[config.mk]
export PLATFORM = sky130hd
export DESIGN_NAME = axis_to_axi_writer_flat
export DESIGN_NICKNAME = d
export VERILOG_FILES = /design/src/rtl/axi_pkg.sv /design/src/rtl/axis_to_axi_writer_if.sv /design/src/rtl/sync_fifo.sv /design/src/rtl/axis_to_axi_writer.sv /design/src/flat_wrapper.sv
export SDC_FILE = /design/constraint.sdc
export NUM_CORES = 1
export LEC_CHECK = 0
export CORE_MARGIN = 5
export CORE_UTILIZATION = 53
export CTS_CLUSTER_SIZE = 14
export DETAILED_ROUTE_END_ITERATION = 6
export HOLD_SLACK_MARGIN = 0.02
export PLACE_DENSITY = 0.84
export SYNTH_ARGS = -nofsm -noshare
export SYNTH_HDL_FRONTEND = slang
export SYNTH_SLANG_ARGS = --single-unit
[constraint.sdc]
create_clock -name clk -period 3 [get_ports clk]
set_input_delay 0.45 -clock clk [delete_from_list [all_inputs] [get_ports clk]]
set_output_delay 0.45 -clock clk [all_outputs]
set_load 0.005 [all_outputs]
[src/rtl/axi_pkg.sv]
// rtl/axi_pkg.sv - shared AXI constants, transfer FSM encoding and helpers
package axi_pkg;

  localparam logic [1:0] AXI_BURST_INCR  = 2'b01;
  localparam logic [1:0] AXI_RESP_OKAY   = 2'b00;
  localparam logic [1:0] AXI_RESP_SLVERR = 2'b10;

  // Common encoding for the stream-in writer and stream-out reader FSMs
  typedef enum logic [2:0] {
    ST_IDLE = 3'd0,
    ST_FILL = 3'd1,
    ST_ADDR = 3'd2,
    ST_DATA = 3'd3,
    ST_RESP = 3'd4,
    ST_DONE = 3'd5
  } xfer_state_t;

  function automatic int clog2(input int value);
    int r;
    for (r = 0; (1 << r) < value; r++) begin
    end
    return r;
  endfunction

endpackage

[src/rtl/axis_to_axi_writer_if.sv]
// rtl/axis_to_axi_writer_if.sv - stream sink and AXI4 write-master bundle
interface axis_to_axi_writer_if #(
  parameter int DATA_WIDTH = 32,
  parameter int ADDR_WIDTH = 16,
  parameter int ID_WIDTH   = 8,
  parameter int STRB_WIDTH = DATA_WIDTH / 8
);
  logic [DATA_WIDTH-1:0] s_axis_tdata;
  logic                  s_axis_tvalid;
  logic                  s_axis_tready;
  logic                  s_axis_tlast;

  logic [ID_WIDTH-1:0]   m_axi_awid;
  logic [ADDR_WIDTH-1:0] m_axi_awaddr;
  logic [7:0]            m_axi_awlen;
  logic [2:0]            m_axi_awsize;
  logic [1:0]            m_axi_awburst;
  logic                  m_axi_awvalid;
  logic                  m_axi_awready;
  logic [DATA_WIDTH-1:0] m_axi_wdata;
  logic [STRB_WIDTH-1:0] m_axi_wstrb;
  logic                  m_axi_wlast;
  logic                  m_axi_wvalid;
  logic                  m_axi_wready;
  logic [1:0]            m_axi_bresp;
  logic                  m_axi_bvalid;
  logic                  m_axi_bready;

  // master: the writer; slave: stream source plus memory side
  modport master (
    input  s_axis_tdata, s_axis_tvalid, s_axis_tlast,
    output s_axis_tready,
    output m_axi_awid, m_axi_awaddr, m_axi_awlen, m_axi_awsize, m_axi_awburst, m_axi_awvalid,
    input  m_axi_awready,
    output m_axi_wdata, m_axi_wstrb, m_axi_wlast, m_axi_wvalid,
    input  m_axi_wready,
    input  m_axi_bresp, m_axi_bvalid,
    output m_axi_bready
  );

  modport slave (
    output s_axis_tdata, s_axis_tvalid, s_axis_tlast,
    input  s_axis_tready,
    input  m_axi_awid, m_axi_awaddr, m_axi_awlen, m_axi_awsize, m_axi_awburst, m_axi_awvalid,
    output m_axi_awready,
    input  m_axi_wdata, m_axi_wstrb, m_axi_wlast, m_axi_wvalid,
    output m_axi_wready,
    output m_axi_bresp, m_axi_bvalid,
    input  m_axi_bready
  );

endinterface

[src/rtl/sync_fifo.sv]
// rtl/sync_fifo.sv - single-clock FIFO with first-word-fall-through output
module sync_fifo
  import axi_pkg::*;
#(
  parameter int WIDTH = 32,
  parameter int DEPTH = 16
) (
  input  logic                         clk,
  input  logic                         rst,
  input  logic                         push,
  input  logic [WIDTH-1:0]             din,
  input  logic                         pop,
  output logic [WIDTH-1:0]             dout,
  output logic [clog2(DEPTH + 1)-1:0]  count,
  output logic                         full,
  output logic                         empty
);
  localparam int PW = (DEPTH > 1) ? clog2(DEPTH) : 1;
  localparam int CW = clog2(DEPTH + 1);

  logic [WIDTH-1:0] mem [DEPTH];
  logic [PW-1:0]    rd_ptr;
  logic [PW-1:0]    wr_ptr;
  logic             push_ok;
  logic             pop_ok;

  assign full    = (count == CW'(DEPTH));
  assign empty   = (count == '0);
  assign push_ok = push & ~full;
  assign pop_ok  = pop & ~empty;
  assign dout    = mem[rd_ptr];

  always_ff @(posedge clk) begin
    if (push_ok) mem[wr_ptr] <= din;
  end

  always_ff @(posedge clk) begin
    if (rst) begin
      rd_ptr <= '0;
      wr_ptr <= '0;
      count  <= '0;
    end else begin
      if (push_ok) wr_ptr <= (wr_ptr == PW'(DEPTH - 1)) ? '0 : wr_ptr + 1'b1;
      if (pop_ok)  rd_ptr <= (rd_ptr == PW'(DEPTH - 1)) ? '0 : rd_ptr + 1'b1;
      case ({push_ok, pop_ok})
        2'b10:   count <= count + 1'b1;
        2'b01:   count <= count - 1'b1;
        default: count <= count;
      endcase
    end
  end

endmodule

[src/rtl/axis_to_axi_writer.sv]
// rtl/axis_to_axi_writer.sv - captures one stream frame and writes it out as INCR bursts
module axis_to_axi_writer
  import axi_pkg::*;
#(
  parameter int DATA_WIDTH    = 32,
  parameter int ADDR_WIDTH    = 16,
  parameter int STRB_WIDTH    = DATA_WIDTH / 8,
  parameter int ID_WIDTH      = 8,
  parameter int MAX_BURST_LEN = 16
) (
  input  logic                  clk,
  input  logic                  rst,
  input  logic                  start,
  input  logic [ADDR_WIDTH-1:0] start_addr,
  axis_to_axi_writer_if.master  bus,
  output logic                  busy,
  output logic                  done,
  output logic                  error,
  output logic [15:0]           beat_count
);
  localparam int ASIZE = clog2(STRB_WIDTH);
  localparam int CW    = clog2(MAX_BURST_LEN + 1);
  localparam logic [ADDR_WIDTH-1:0] ALIGN_MASK = ~(ADDR_WIDTH'(STRB_WIDTH - 1));

  xfer_state_t           state;
  logic [ADDR_WIDTH-1:0] addr_q;
  logic [CW-1:0]         fill_cnt;
  logic                  frame_end;
  logic [7:0]            awlen_q;
  logic                  tready_q, awvalid_q, wvalid_q, wlast_q, bready_q;
  logic                  push, pop, close_burst;
  logic [CW-1:0]         fifo_count;
  logic                  fifo_full, fifo_empty;

  assign push        = bus.s_axis_tvalid & tready_q & ~fifo_full;
  assign pop         = wvalid_q & bus.m_axi_wready;
  assign close_burst = push & (bus.s_axis_tlast | (fill_cnt == CW'(MAX_BURST_LEN - 1)));

  sync_fifo #(.WIDTH(DATA_WIDTH), .DEPTH(MAX_BURST_LEN)) u_fifo (
    .clk   (clk),
    .rst   (rst),
    .push  (push),
    .din   (bus.s_axis_tdata),
    .pop   (pop),
    .dout  (bus.m_axi_wdata),
    .count (fifo_count),
    .full  (fifo_full),
    .empty (fifo_empty)
  );

  assign bus.s_axis_tready = tready_q;
  assign bus.m_axi_awid    = '0;
  assign bus.m_axi_awaddr  = addr_q;
  assign bus.m_axi_awlen   = awlen_q;
  assign bus.m_axi_awsize  = 3'(ASIZE);
  assign bus.m_axi_awburst = AXI_BURST_INCR;
  assign bus.m_axi_awvalid = awvalid_q;
  assign bus.m_axi_wstrb   = '1;
  assign bus.m_axi_wlast   = wlast_q;
  assign bus.m_axi_wvalid  = wvalid_q;
  assign bus.m_axi_bready  = bready_q;

  always_ff @(posedge clk) begin
    if (rst) begin
      state      <= ST_IDLE;
      addr_q     <= '0;
      fill_cnt   <= '0;
      frame_end  <= 1'b0;
      awlen_q    <= '0;
      tready_q   <= 1'b0;
      awvalid_q  <= 1'b0;
      wvalid_q   <= 1'b0;
      wlast_q    <= 1'b0;
      bready_q   <= 1'b0;
      busy       <= 1'b0;
      done       <= 1'b0;
      error      <= 1'b0;
      beat_count <= '0;
    end else begin
      done <= 1'b0;
      case (state)
        ST_IDLE: if (start) begin
          addr_q     <= start_addr & ALIGN_MASK;
          error      <= 1'b0;
          beat_count <= '0;
          busy       <= 1'b1;
          fill_cnt   <= '0;
          tready_q   <= 1'b1;
          state      <= ST_FILL;
        end
        ST_FILL: if (push) begin
          fill_cnt <= fill_cnt + 1'b1;
          if (close_burst) begin
            tready_q  <= 1'b0;
            frame_end <= bus.s_axis_tlast;
            awvalid_q <= 1'b1;
            awlen_q   <= 8'(fill_cnt);
            state     <= ST_ADDR;
          end
        end
        ST_ADDR: if (bus.m_axi_awready) begin
          awvalid_q <= 1'b0;
          wvalid_q  <= ~fifo_empty;
          wlast_q   <= (fifo_count == CW'(1));
          state     <= ST_DATA;
        end
        // wlast looks one pop ahead: after this pop, is exactly one entry left?
        ST_DATA: if (pop) begin
          beat_count <= beat_count + 16'd1;
          if (wlast_q) begin
            wvalid_q <= 1'b0;
            wlast_q  <= 1'b0;
            bready_q <= 1'b1;
            state    <= ST_RESP;
          end else begin
            wlast_q <= (fifo_count == CW'(2));
          end
        end
        ST_RESP: if (bus.m_axi_bvalid) begin
          bready_q <= 1'b0;
          if (bus.m_axi_bresp != AXI_RESP_OKAY) error <= 1'b1;
          if (frame_end) begin
            done  <= 1'b1;
            state <= ST_DONE;
          end else begin
            addr_q   <= addr_q + (ADDR_WIDTH'(fill_cnt) << ASIZE);
            fill_cnt <= '0;
            tready_q <= 1'b1;
            state    <= ST_FILL;
          end
        end
        ST_DONE: begin
          busy  <= 1'b0;
          state <= ST_IDLE;
        end
        default: state <= ST_IDLE;
      endcase
    end
  end

endmodule

[src/flat_wrapper.sv]
// flat-port wrapper written by rule: the top's interface ports become plain ports
module axis_to_axi_writer_flat import axi_pkg::*;
#(
  parameter int DATA_WIDTH    = 32,
  parameter int ADDR_WIDTH    = 16,
  parameter int STRB_WIDTH    = DATA_WIDTH / 8,
  parameter int ID_WIDTH      = 8,
  parameter int MAX_BURST_LEN = 16
)
  (clk, rst, start, start_addr, busy, done, error, beat_count, bus_s_axis_tdata, bus_s_axis_tvalid, bus_s_axis_tlast, bus_s_axis_tready, bus_m_axi_awid, bus_m_axi_awaddr, bus_m_axi_awlen, bus_m_axi_awsize, bus_m_axi_awburst, bus_m_axi_awvalid, bus_m_axi_awready, bus_m_axi_wdata, bus_m_axi_wstrb, bus_m_axi_wlast, bus_m_axi_wvalid, bus_m_axi_wready, bus_m_axi_bresp, bus_m_axi_bvalid, bus_m_axi_bready);
  axis_to_axi_writer_if #(.DATA_WIDTH(DATA_WIDTH), .ADDR_WIDTH(ADDR_WIDTH), .ID_WIDTH(ID_WIDTH), .STRB_WIDTH(STRB_WIDTH)) bus_i ();
  input  logic clk;
  input  logic rst;
  input  logic start;
  input  logic [ADDR_WIDTH-1:0] start_addr;
  output logic busy;
  output logic done;
  output logic error;
  output logic [15:0] beat_count;
  input wire logic [$bits(bus_i.s_axis_tdata)-1:0] bus_s_axis_tdata;
  input wire logic [$bits(bus_i.s_axis_tvalid)-1:0] bus_s_axis_tvalid;
  input wire logic [$bits(bus_i.s_axis_tlast)-1:0] bus_s_axis_tlast;
  output wire logic [$bits(bus_i.s_axis_tready)-1:0] bus_s_axis_tready;
  output wire logic [$bits(bus_i.m_axi_awid)-1:0] bus_m_axi_awid;
  output wire logic [$bits(bus_i.m_axi_awaddr)-1:0] bus_m_axi_awaddr;
  output wire logic [$bits(bus_i.m_axi_awlen)-1:0] bus_m_axi_awlen;
  output wire logic [$bits(bus_i.m_axi_awsize)-1:0] bus_m_axi_awsize;
  output wire logic [$bits(bus_i.m_axi_awburst)-1:0] bus_m_axi_awburst;
  output wire logic [$bits(bus_i.m_axi_awvalid)-1:0] bus_m_axi_awvalid;
  input wire logic [$bits(bus_i.m_axi_awready)-1:0] bus_m_axi_awready;
  output wire logic [$bits(bus_i.m_axi_wdata)-1:0] bus_m_axi_wdata;
  output wire logic [$bits(bus_i.m_axi_wstrb)-1:0] bus_m_axi_wstrb;
  output wire logic [$bits(bus_i.m_axi_wlast)-1:0] bus_m_axi_wlast;
  output wire logic [$bits(bus_i.m_axi_wvalid)-1:0] bus_m_axi_wvalid;
  input wire logic [$bits(bus_i.m_axi_wready)-1:0] bus_m_axi_wready;
  input wire logic [$bits(bus_i.m_axi_bresp)-1:0] bus_m_axi_bresp;
  input wire logic [$bits(bus_i.m_axi_bvalid)-1:0] bus_m_axi_bvalid;
  output wire logic [$bits(bus_i.m_axi_bready)-1:0] bus_m_axi_bready;
  assign bus_i.s_axis_tdata = bus_s_axis_tdata;
  assign bus_i.s_axis_tvalid = bus_s_axis_tvalid;
  assign bus_i.s_axis_tlast = bus_s_axis_tlast;
  assign bus_s_axis_tready = bus_i.s_axis_tready;
  assign bus_m_axi_awid = bus_i.m_axi_awid;
  assign bus_m_axi_awaddr = bus_i.m_axi_awaddr;
  assign bus_m_axi_awlen = bus_i.m_axi_awlen;
  assign bus_m_axi_awsize = bus_i.m_axi_awsize;
  assign bus_m_axi_awburst = bus_i.m_axi_awburst;
  assign bus_m_axi_awvalid = bus_i.m_axi_awvalid;
  assign bus_i.m_axi_awready = bus_m_axi_awready;
  assign bus_m_axi_wdata = bus_i.m_axi_wdata;
  assign bus_m_axi_wstrb = bus_i.m_axi_wstrb;
  assign bus_m_axi_wlast = bus_i.m_axi_wlast;
  assign bus_m_axi_wvalid = bus_i.m_axi_wvalid;
  assign bus_i.m_axi_wready = bus_m_axi_wready;
  assign bus_i.m_axi_bresp = bus_m_axi_bresp;
  assign bus_i.m_axi_bvalid = bus_m_axi_bvalid;
  assign bus_m_axi_bready = bus_i.m_axi_bready;
  axis_to_axi_writer #(.DATA_WIDTH(DATA_WIDTH), .ADDR_WIDTH(ADDR_WIDTH), .STRB_WIDTH(STRB_WIDTH), .ID_WIDTH(ID_WIDTH), .MAX_BURST_LEN(MAX_BURST_LEN)) u_core (.clk(clk), .rst(rst), .start(start), .start_addr(start_addr), .bus(bus_i), .busy(busy), .done(done), .error(error), .beat_count(beat_count));
endmodule
==> flow_metrics.tcl, run 1 <==
set metrics [dict create \
    route.detailed.drc 0 \
    die-area_sq_mm 0.0476 \
    synth_warnings 0 \
    grt_pass1_wl_mm 88.5 \
    syn_area_sq_mm 0.0230 \
    r2r-end "u_core.u_fifo.mem[11][0]$_DFFE_PP_" \
    drtPass1Iterations 5 \
    nFillCells 2777 \
    numCtsBuffers 55 \
    synth_cells 1167 \
    rsz0062_at_grt "yes" \
    area_growth_pct 22.4 \
    ys_types 61 \
    required_ns 2.55 \
    arrival_ns 2.67 \
    fin_nets 1480 \
    violations "negative setup slack" \
    instances_no_fill 2033 \
    maxCapViolations 0 \
    drt-vias-per-instance 6.25 \
    ctsHoldBuffers 0 \
    htreeDepth 2 \
    core_sq_mm 0.0430 \
    critPathMaxFanout 9 \
    io_pins 155 \
    status "complete, but fails checks" \
    skew_ns 0.0272 \
    wl_per_cell_microns 29.8 \
    grt_start_max_net_pins 58 \
    end_kind "output port" \
    fin_crit_sh_pct 104 \
    ys_seq_area_share_pct 72.9 \
    drv_slew 0 \
    cts_buffer_depth 3 \
    fin_ws_ns -0.124 \
    initial_core_util_pct 53.4 \
    min_from "start_addr[2]" \
    dp_cells 1883 \
    synth_edf_count 512 \
    rows 76 \
    setup_viol 29 \
    hold_class "primary input to register" \
    port_buffers 130 \
    insertion_delay_ns 0.63 \
    antenna_found_initial 2 \
    rrSetupSlack_ns 0.26 \
    crit_path_start_kind "register" \
    p_leak_uw 0.00895 \
    fin_total_pwr_uw 16500 \
    num_vias 12708 \
    rr_startpoint "u_core.u_fifo.count[0]$_SDFFE_PP0P_" \
    ys.flop_type "edfxtp_1" \
    vdd_drop_max_v 0.000521 \
    clk_pin_slew_ns 0.06 \
    ys_ff_latch 581 \
    drtIter0Drc 1411 \
    ys_async_sr_fraction_pct 0 \
    drt_wl_total_mm 60.6 \
    die_h_microns 218 \
    avgSynthCellArea_sq_um 19.7 \
    place_congestion 0.803 \
    min_path_cells 3 \
    critPathKind "register to output port" \
    grt_pass1_vias 13043 \
    powerDensity_mw_per_mm2 588 \
    slew_headroom_pct 32.4 \
    cts_tree "built" \
    ant_nets 0 \
    finalHoldViolations 0 \
    cts_num_sinks 581 \
    gr-total-overflow 0 \
    min_to "u_core.bus.m_axi_awaddr[2]$_SDFFE_PP0P_" \
    die_w_microns 218 \
    min_period_ns 3.12 \
    r2r_cells 8 \
    dpl.hpwl_mm 30.3 \
    grt_use_total_pct 25.6 \
    drive_gt1_share_pct 28.0 \
    clock-root-buffer "clkbuf_16" \
    tightest_slew_ns 1.01 \
    fmax_mhz 320 \
]
-- critical path, stage by stage (launching register included) --
cell and delay (ns):
dfxtp_4 0.41, buf_12 0.16, buf_16 0.14, buf_12 0.13, mux4_2 0.50, mux4_2 0.55, buf_6 0.15
-- area by class of cell --
class                      instances  area (sq um)  share of cell area, %
tap                              585           732                   2.60
clock buffer                      67          1420                   5.06
clock inverter                    35           445                   1.58
timing repair buffer             234          2830                   10.1
multi-input combinational        515          5860                   20.8
sequential                       581         16800                   59.6
antenna                            1          2.50                0.00890
inverter                          15          56.3                  0.200
-- sequential cells by signal (all words and copies together), names as in the netlist, 3 cells and up, named ones only --
signal / cells
u_core.u_fifo.mem: 512
u_core.beat_count: 16
u_core.bus.m_axi_awaddr: 14
u_core.bus.m_axi_awlen: 5
u_core.fill_cnt: 5
u_core.u_fifo.count: 5
u_core.u_fifo.rd_ptr: 4
u_core.u_fifo.wr_ptr: 4
u_core.state: 3
-- cell usage after synthesis (all sizes together), types with 3 or more instances --
| cell | count | area share (%) |
|---|---|---|
| a211oi | 6 | 0.20 |
| nand2b | 3 | 0.082 |
| o21ai | 14 | 0.31 |
| a21oi | 31 | 0.68 |
| or4 | 3 | 0.098 |
| a22oi | 4 | 0.13 |
| or3b | 4 | 0.16 |
| nor4b | 3 | 0.11 |
| ha | 19 | 1.0 |
| nand4 | 8 | 0.22 |
| edfxtp | 512 | 67 |
| nand3 | 16 | 0.35 |
| xnor2 | 10 | 0.38 |
| nor3b | 4 | 0.15 |
| inv | 15 | 0.25 |
| a31oi | 3 | 0.082 |
| clkbuf | 33 | 0.54 |
| or3 | 3 | 0.082 |
| a21o | 5 | 0.16 |
| o311ai | 3 | 0.11 |
| and3 | 3 | 0.082 |
| mux2i | 13 | 0.57 |
| and2 | 14 | 0.38 |
| xor2 | 14 | 0.53 |
| nor2 | 58 | 0.96 |
| mux4 | 160 | 16 |
| nor3 | 16 | 0.37 |
| dfxtp | 69 | 6.0 |
| nand2 | 36 | 0.59 |
| and4 | 6 | 0.23 |
| o211ai | 7 | 0.23 |
| buf | 43 | 1.2 |
-- cell families (layout without fill, tap and decap cells) --
family / after synthesis / count (layout) / share of synthesized area [%]
DFF: 581 / 581 / 72.9
and+or+nand+nor: 189 / 189 / 4.28
muxes: 173 / 173 / 16.3
buffers and inverters: 91 / 351 / 1.96
AOI/OAI and AO/OA: 87 / 87 / 2.49
xor gates and xnor gates: 24 / 24 / 0.915
adders and majority gates: 20 / 20 / 1.12
other: 2 / 23 / 0.0327
-- per-layer routing --
layer  global-route usage [%]  wire length [microns]
met5                        0                      8
met3                     5.86                   5070
met4                     9.82                   2580
met2                     44.2                  31900
met1                     31.8                  21100
-- placed cells by master, fill, tap and decap left out, types with 16 or more instances in the layout --
cell / synthesis / final
a21oi_1: 31 / 31
mux4_2: 160 / 160
nand3_1: 16 / 16
clkbuf_16: 0 / 55
clkdlybuf4s50_1: 0 / 97
buf_6: 0 / 23
buf_2: 20 / 21
buf_12: 0 / 50
dfxtp_1: 69 / 65
edfxtp_1: 512 / 512
ha_1: 19 / 19
buf_4: 22 / 32
conb_1: 2 / 22
nor2_1: 57 / 57
nand2_1: 36 / 36
-- per-stage QoR --
stage                     TNS (ns)  utilization (%)  instance area [sq um]  worst slack [ns]  hold slack, ns
after floorplan                  0                -                  23000            0.0603           0.453
after global placement           0             59.6                  25600             0.187           0.447
after detailed placement         0             59.6                  25600             0.154           0.450
after CTS                    -3.10             65.6                  28200            -0.192           0.410
after global routing         -3.51             65.4                  28100            -0.210           0.436
final                        -1.68             65.4                  28100            -0.124           0.431
-- worst max path at each step --
stage | startpoint | endpoint | slack, ns | depth (start not counted)
2_1_floorplan | u_core.u_fifo.count[0]$_SDFFE_PP0P_ | u_core.u_fifo.mem[10][0]$_DFFE_PP_ | 0.06 | 7
3_3_place_gp | register | bus_m_axi_wdata[26] | 0.19 | 4
3_5_place_dp | register | bus_m_axi_wdata[26] | 0.15 | 4
4_1_cts | register | bus_m_axi_wdata[14] | -0.19 | 8
5_1_grt | register | bus_m_axi_wdata[21] | -0.21 | 7
6_report | register | bus_m_axi_wdata[26] | -0.12 | 6
-- power by group --
group / internal, uW / switching [uW]
clock network: 4170 / 3060
registers: 8830 / 35.7
logic: 187 / 243
-- repair_timing --
item	in CTS	in global routing
hold endpoints to repair	0	0
setup endpoints to repair	32	32
gates resized for setup	171	21
setup buffers	36	9
cloned	11	0
No activity file was read; power rests on OpenSTA's default activity.
==> inputs of run 2 (changes only) <==
CORE_MARGIN = unset   (was 5)
CTS_BUF_LIST = sky130_fd_sc_hd__clkbuf_4 sky130_fd_sc_hd__clkbuf_8 sky130_fd_sc_hd__clkbuf_16   (was unset)
==> run 2 against run 1 <==
The flow still finishes with violations (negative setup slack). Sequential share of layout area up 1.1 points. Worst hold slack better by 0.0052 ns. Clock skew down 0.0014 ns. Register-to-register slack worse by 0.05 ns. Critical path type unchanged. Worst setup slack worse by 0.0095 ns. Highest routed layer unchanged. Final cell count down 1.2%. Global-route usage up 1.2 points. Critical endpoint is now bus_m_axi_wdata[23]. Utilization down 0.13 points.
==> flow_metrics.tcl, run 2 (synthesized netlist as in run 1, its figures left out) <==
set metrics [dict create \
    status "complete, but fails checks" \
    violations "negative setup slack" \
    required_ns 2.55 \
    place_area_sq_mm 0.0254 \
    initial_core_util_pct 54.3 \
    critPathMaxFanout 7 \
    io_pins 155 \
    rsz0062_at_grt "yes" \
    cts_num_sinks 581 \
    fin_nets 1471 \
    min_from "start_addr[3]" \
    dpl.hpwl_mm 29.5 \
    vdd_drop_max_v 0.000487 \
    drt_wl_total_mm 57.9 \
    mostFrequentLayoutCells "512 x edfxtp_1, 160 x mux4_2, 97 x clkdlybuf4s50_1, 65 x dfxtp_1" \
    fmax_mhz 319 \
    setup_viol 27 \
    largest-register "u_core.u_fifo.mem" \
    insertion_delay_ns 0.63 \
    fin_total_pwr_uw 16000 \
    cts_tree "built" \
    place_congestion 0.768 \
    finalHoldViolations 0 \
    num_vias 12587 \
    p_leak_uw 0.00880 \
    min_path_cells 3 \
    ff_latch_area_sq_mm 0.0168 \
    p_sw_share_pct 20.8 \
    grt_pass1_wl_mm 84.3 \
    rr_startpoint "u_core.u_fifo.count[0]$_SDFFE_PP0P_" \
    wl_per_cell_microns 28.8 \
    cts_buffer_depth 3 \
    ant_nets 0 \
    die_w_microns 210 \
    clk_pin_slew_ns 0.06 \
    crit_path_start_kind "register" \
    end_kind "output port" \
    multi_input_area_sq_mm 0.00586 \
    min_period_ns 3.13 \
    drive_gt1_share_pct 28.2 \
    maxCapViolations 0 \
    fin_crit_sh_pct 104 \
    drtPass1Iterations 5 \
    area_growth_pct 20.3 \
    tightest_slew_ns 1.05 \
    grt_use_total_pct 26.8 \
    drv_slew 0 \
    cpPeakStageDelay_ns 0.49 \
    finalSetupTns_ns -1.87 \
    final_common_cell "edfxtp_1" \
    powerDensity_mw_per_mm2 580 \
    power.internal_uw 12700 \
    core_sq_mm 0.0423 \
    fin_ws_ns -0.133 \
    die-area_sq_mm 0.0442 \
    switchingPower_uw 3330 \
    dp_cells 1874 \
    utilization_pct 65.3 \
    drt-vias-per-instance 6.27 \
    grt_start_max_net_pins 58 \
    antenna_found_initial 3 \
    port_buffers 130 \
    grt_pass1_vias 13046 \
    combinationalPowerShare_pct 2.6 \
    die_h_microns 210 \
    critPathTopFamily "multiplexers" \
    rows 75 \
    clock-root-buffer "clkbuf_16" \
    arrival_ns 2.68 \
    largest_reg_flops 512 \
    htreeDepth 2 \
    crit_chain "buf_12, buf_12, buf_8, buf_16, buf_6, mux4_2, mux4_2, buf_2" \
    route.detailed.drc 0 \
    path_buf_inv 6 \
    cp.depth 8 \
    instances_no_fill 2009 \
    seqPwrFrac_pct 55.3 \
    gr-total-overflow 0 \
    final_area_sq_mm 0.0276 \
    clkPwrFrac_pct 42.1 \
    nFillCells 2672 \
    skew_ns 0.0257 \
    r2r_cells 8 \
    hold_class "primary input to register" \
    crit_slowest_cell "mux4_2" \
    numCtsBuffers 55 \
    critPathKind "register to output port" \
    slew_headroom_pct 30.0 \
    drtIter0Drc 1351 \
]
-- run 2: cell types whose count changed in the layout (fill, tap and decap cells not counted), moves of 2 or more --
cell	previous run	this run
buf_12	50	24
buf_4	32	47
clkbuf_1	12	0
clkbuf_4	0	11
bufinv_16	9	1
buf_6	23	18
buf_16	7	10
buf_8	4	7
clkbuf_16	55	57
clkinv_1	12	10
inv_8	0	2
-- run 2: timing repair --
action	4_1_cts	5_1_grt
gates resized for setup	169	9
cloned	9	0
hold buffers	0	0
endpoints found under the setup margin	32	32
hold endpoints to repair	0	0
buffers inserted	30	7
-- run 2: metrics by stage --
step | worst slack (ns) | hold WS (ns)
finish | -0.133 | 0.437
global route | -0.181 | 0.439
CTS | -0.159 | 0.411
detailed placement | 0.234 | 0.470
global placement | 0.236 | 0.450
floorplan | 0.0603 | 0.453
-- run 2: final cells by class --
cell class | instances | share of cell area, %
flip-flops and latches | 581 | 60.7
well taps | 577 | 2.61
diodes | 1 | 0.00906
inverters | 15 | 0.204
multi-input cells | 515 | 21.2
clock buffers | 69 | 5.51
clock inverters | 26 | 0.716
repair buffers | 225 | 9.04
-- run 2: routing by layer --
layer,vias up,share of wire (%),GRT usage (%)
li1,5177,-,-
met1,6466,35,32.6
met2,766,52,45.8
met3,174,8.6,5.72
met4,4,4.3,13.1
met5,-,0.047,0
-- run 2: path summary, 6_finish.rpt --
path / slack, ns / end
worst max-delay path: -0.13 / bus_m_axi_wdata[23]
worst max register to register: 0.21 / u_core.u_fifo.mem[0][15]$_DFFE_PP_
worst min register to register: 0.47 / u_core.bus.m_axi_bready$_SDFFE_PP0P_
worst min-delay path: 0.44 / u_core.bus.m_axi_awaddr[3]$_SDFFE_PP0P_
-- run 2: power groups by stage --
stage	Combinational [uW]	Sequential (uW)	Clock, uW
2_1_floorplan	174	9030	0
4_1_cts	413	8860	6750
5_1_grt	450	8860	7080
3_5_place_dp	417	9030	0
3_3_place_gp	397	9030	0
6_report	421	8860	6750
-- run 2: worst min-delay path, cell delays in order --
cell,delay (ns)
clkdlybuf4s50_1,0.40
nand2_1,0.06
a311oi_1,0.08
==> inputs of run 3 (changes only) <==
PLACE_DENSITY = 0.82   (was 0.84)
==> run 3 against run 2 <==
The run still ends with negative setup slack left. Utilization grew 0.84 points. Power up 2.2%. Flip-flop and latch count stayed put. Routed wire length is 0.60% lower. Register-to-register slack worse by 0.08 ns. Via count is essentially flat.
==> flow_metrics.tcl, run 3 (synthesized netlist as in run 1, its figures left out) <==
set metrics [dict create \
    die_h_microns 210 \
    ant_nets 0 \
    dp_cells 1866 \
    num_vias 12597 \
    status "complete, but fails checks" \
    htreeDepth 2 \
    rows 75 \
    drt_wl_total_mm 57.6 \
    fin_ws_ns -0.101 \
    drv_slew 0 \
    setup_viol 22 \
    cts_tree "built" \
    grt_start_max_net_pins 58 \
    ctsHoldBuffers 0 \
    largest-register "u_core.u_fifo.mem" \
    arrival_ns 2.65 \
    grt_use_total_pct 26.4 \
    finalHoldViolations 0 \
    cts_buffer_depth 3 \
    critPathMaxFanout 5 \
    crit_path_start_kind "register" \
    die-area_sq_mm 0.0442 \
    vdd_drop_max_v 0.000445 \
    numCtsBuffers 56 \
    required_ns 2.55 \
    fin_crit_sh_pct 103 \
    final_common_cell "edfxtp_1" \
    largest_reg_flops 512 \
    port_buffers 130 \
    fin_total_pwr_uw 16400 \
    post-place-ws_ns 0.232 \
    p_leak_uw 0.00892 \
    die_w_microns 210 \
    powerDensity_mw_per_mm2 586 \
    initial_core_util_pct 54.3 \
    drtPass1Iterations 5 \
    dpl.hpwl_mm 28.0 \
    whs_ns 0.442 \
    io_pins 155 \
    critPathKind "register to output port" \
    violations "negative setup slack" \
    slew_headroom_pct 31.1 \
    instances_no_fill 2015 \
    utilization_pct 66.1 \
    clock-root-buffer "clkbuf_16" \
    mostFrequentLayoutCells "512 x edfxtp_1, 160 x mux4_2, 97 x clkdlybuf4s50_1, 65 x dfxtp_1, 58 x clkbuf_16" \
    antenna_found_initial 1 \
    fmax_mhz 322 \
    gr-total-overflow 0 \
    area_growth_pct 21.8 \
    drive_gt1_share_pct 28.5 \
    maxCapViolations 0 \
    min_period_ns 3.10 \
    rrSetupSlack_ns 0.13 \
    core_sq_mm 0.0423 \
    drt-vias-per-instance 6.25 \
    clk_pin_slew_ns 0.06 \
    tightest_slew_ns 1.03 \
    route.detailed.drc 0 \
    end_kind "output port" \
    cts_num_sinks 581 \
    insertion_delay_ns 0.62 \
    hold_class "primary input to register" \
    place_congestion 0.789 \
    drtIter0Drc 1288 \
    wl_per_cell_microns 28.6 \
    fin_nets 1473 \
    rsz0062_at_grt "yes" \
    skew_ns 0.0269 \
    grt_pass1_vias 12857 \
    grt_pass1_wl_mm 83.7 \
]
-- run 3: cell type report --
cell class	instances	area [sq um]
antenna	1	2.50
clock buffer	75	1600
clock inverter	25	240
fill	2599	14300
inverter	15	56.3
multi-input combinational	515	5860
sequential	581	16800
tap	577	722
timing repair buffer	226	2740
-- run 3: stage by stage --
stage	area, sq um	setup TNS (ns)
after detailed placement	25400	0
after floorplan	23000	0
after global routing	28000	-1.86
after CTS	27900	-2.18
final	28000	-0.912
after global placement	25400	0
-- run 3: worst paths after layout --
check / startpoint / end / cells past startpoint
max: register / bus_m_axi_wdata[18] / 7
min reg2reg: u_core.error$_SDFFE_PP0P_ / u_core.error$_SDFFE_PP0P_ / 2
max reg2reg: u_core.u_fifo.count[0]$_SDFFE_PP0P_ / u_core.u_fifo.mem[2][29]$_DFFE_PP_ / 8
min: start_addr[2] / u_core.bus.m_axi_awaddr[2]$_SDFFE_PP0P_ / 3
-- run 3: repair_timing --
action	in CTS	in global routing
cloned	12	0
endpoints found under the setup margin	32	31
gates resized for setup	159	27
buffers inserted	33	6
-- run 3: critical path, stage by stage, from the launching register on --
cell and delay [ns]:
dfxtp_4 0.39, buf_12 0.15, buf_8 0.12, buf_12 0.11, buf_16 0.12, mux4_2 0.52
mux4_2 0.49, buf_6 0.14
-- run 3: power by group --
| part | leakage, uW | internal [uW] | switching (uW) |
|---|---|---|---|
| Combinational | 0.00284 | 184 | 242 |
| Clock | 0.000915 | 4080 | 3020 |
| Sequential | 0.00517 | 8830 | 35.4 |
| Total | 0.00892 | 13100 | 3300 |
-- run 3: routing by layer --
metal  vias up  global-route usage, %  part of all wire (%)
met4         0                   11.5                   4.0
met2       756                   47.3                    53
met5         -                      0                     0
li1       5191                      -                     -
met1      6482                   31.5                    35
met3       168                   4.34                   7.7
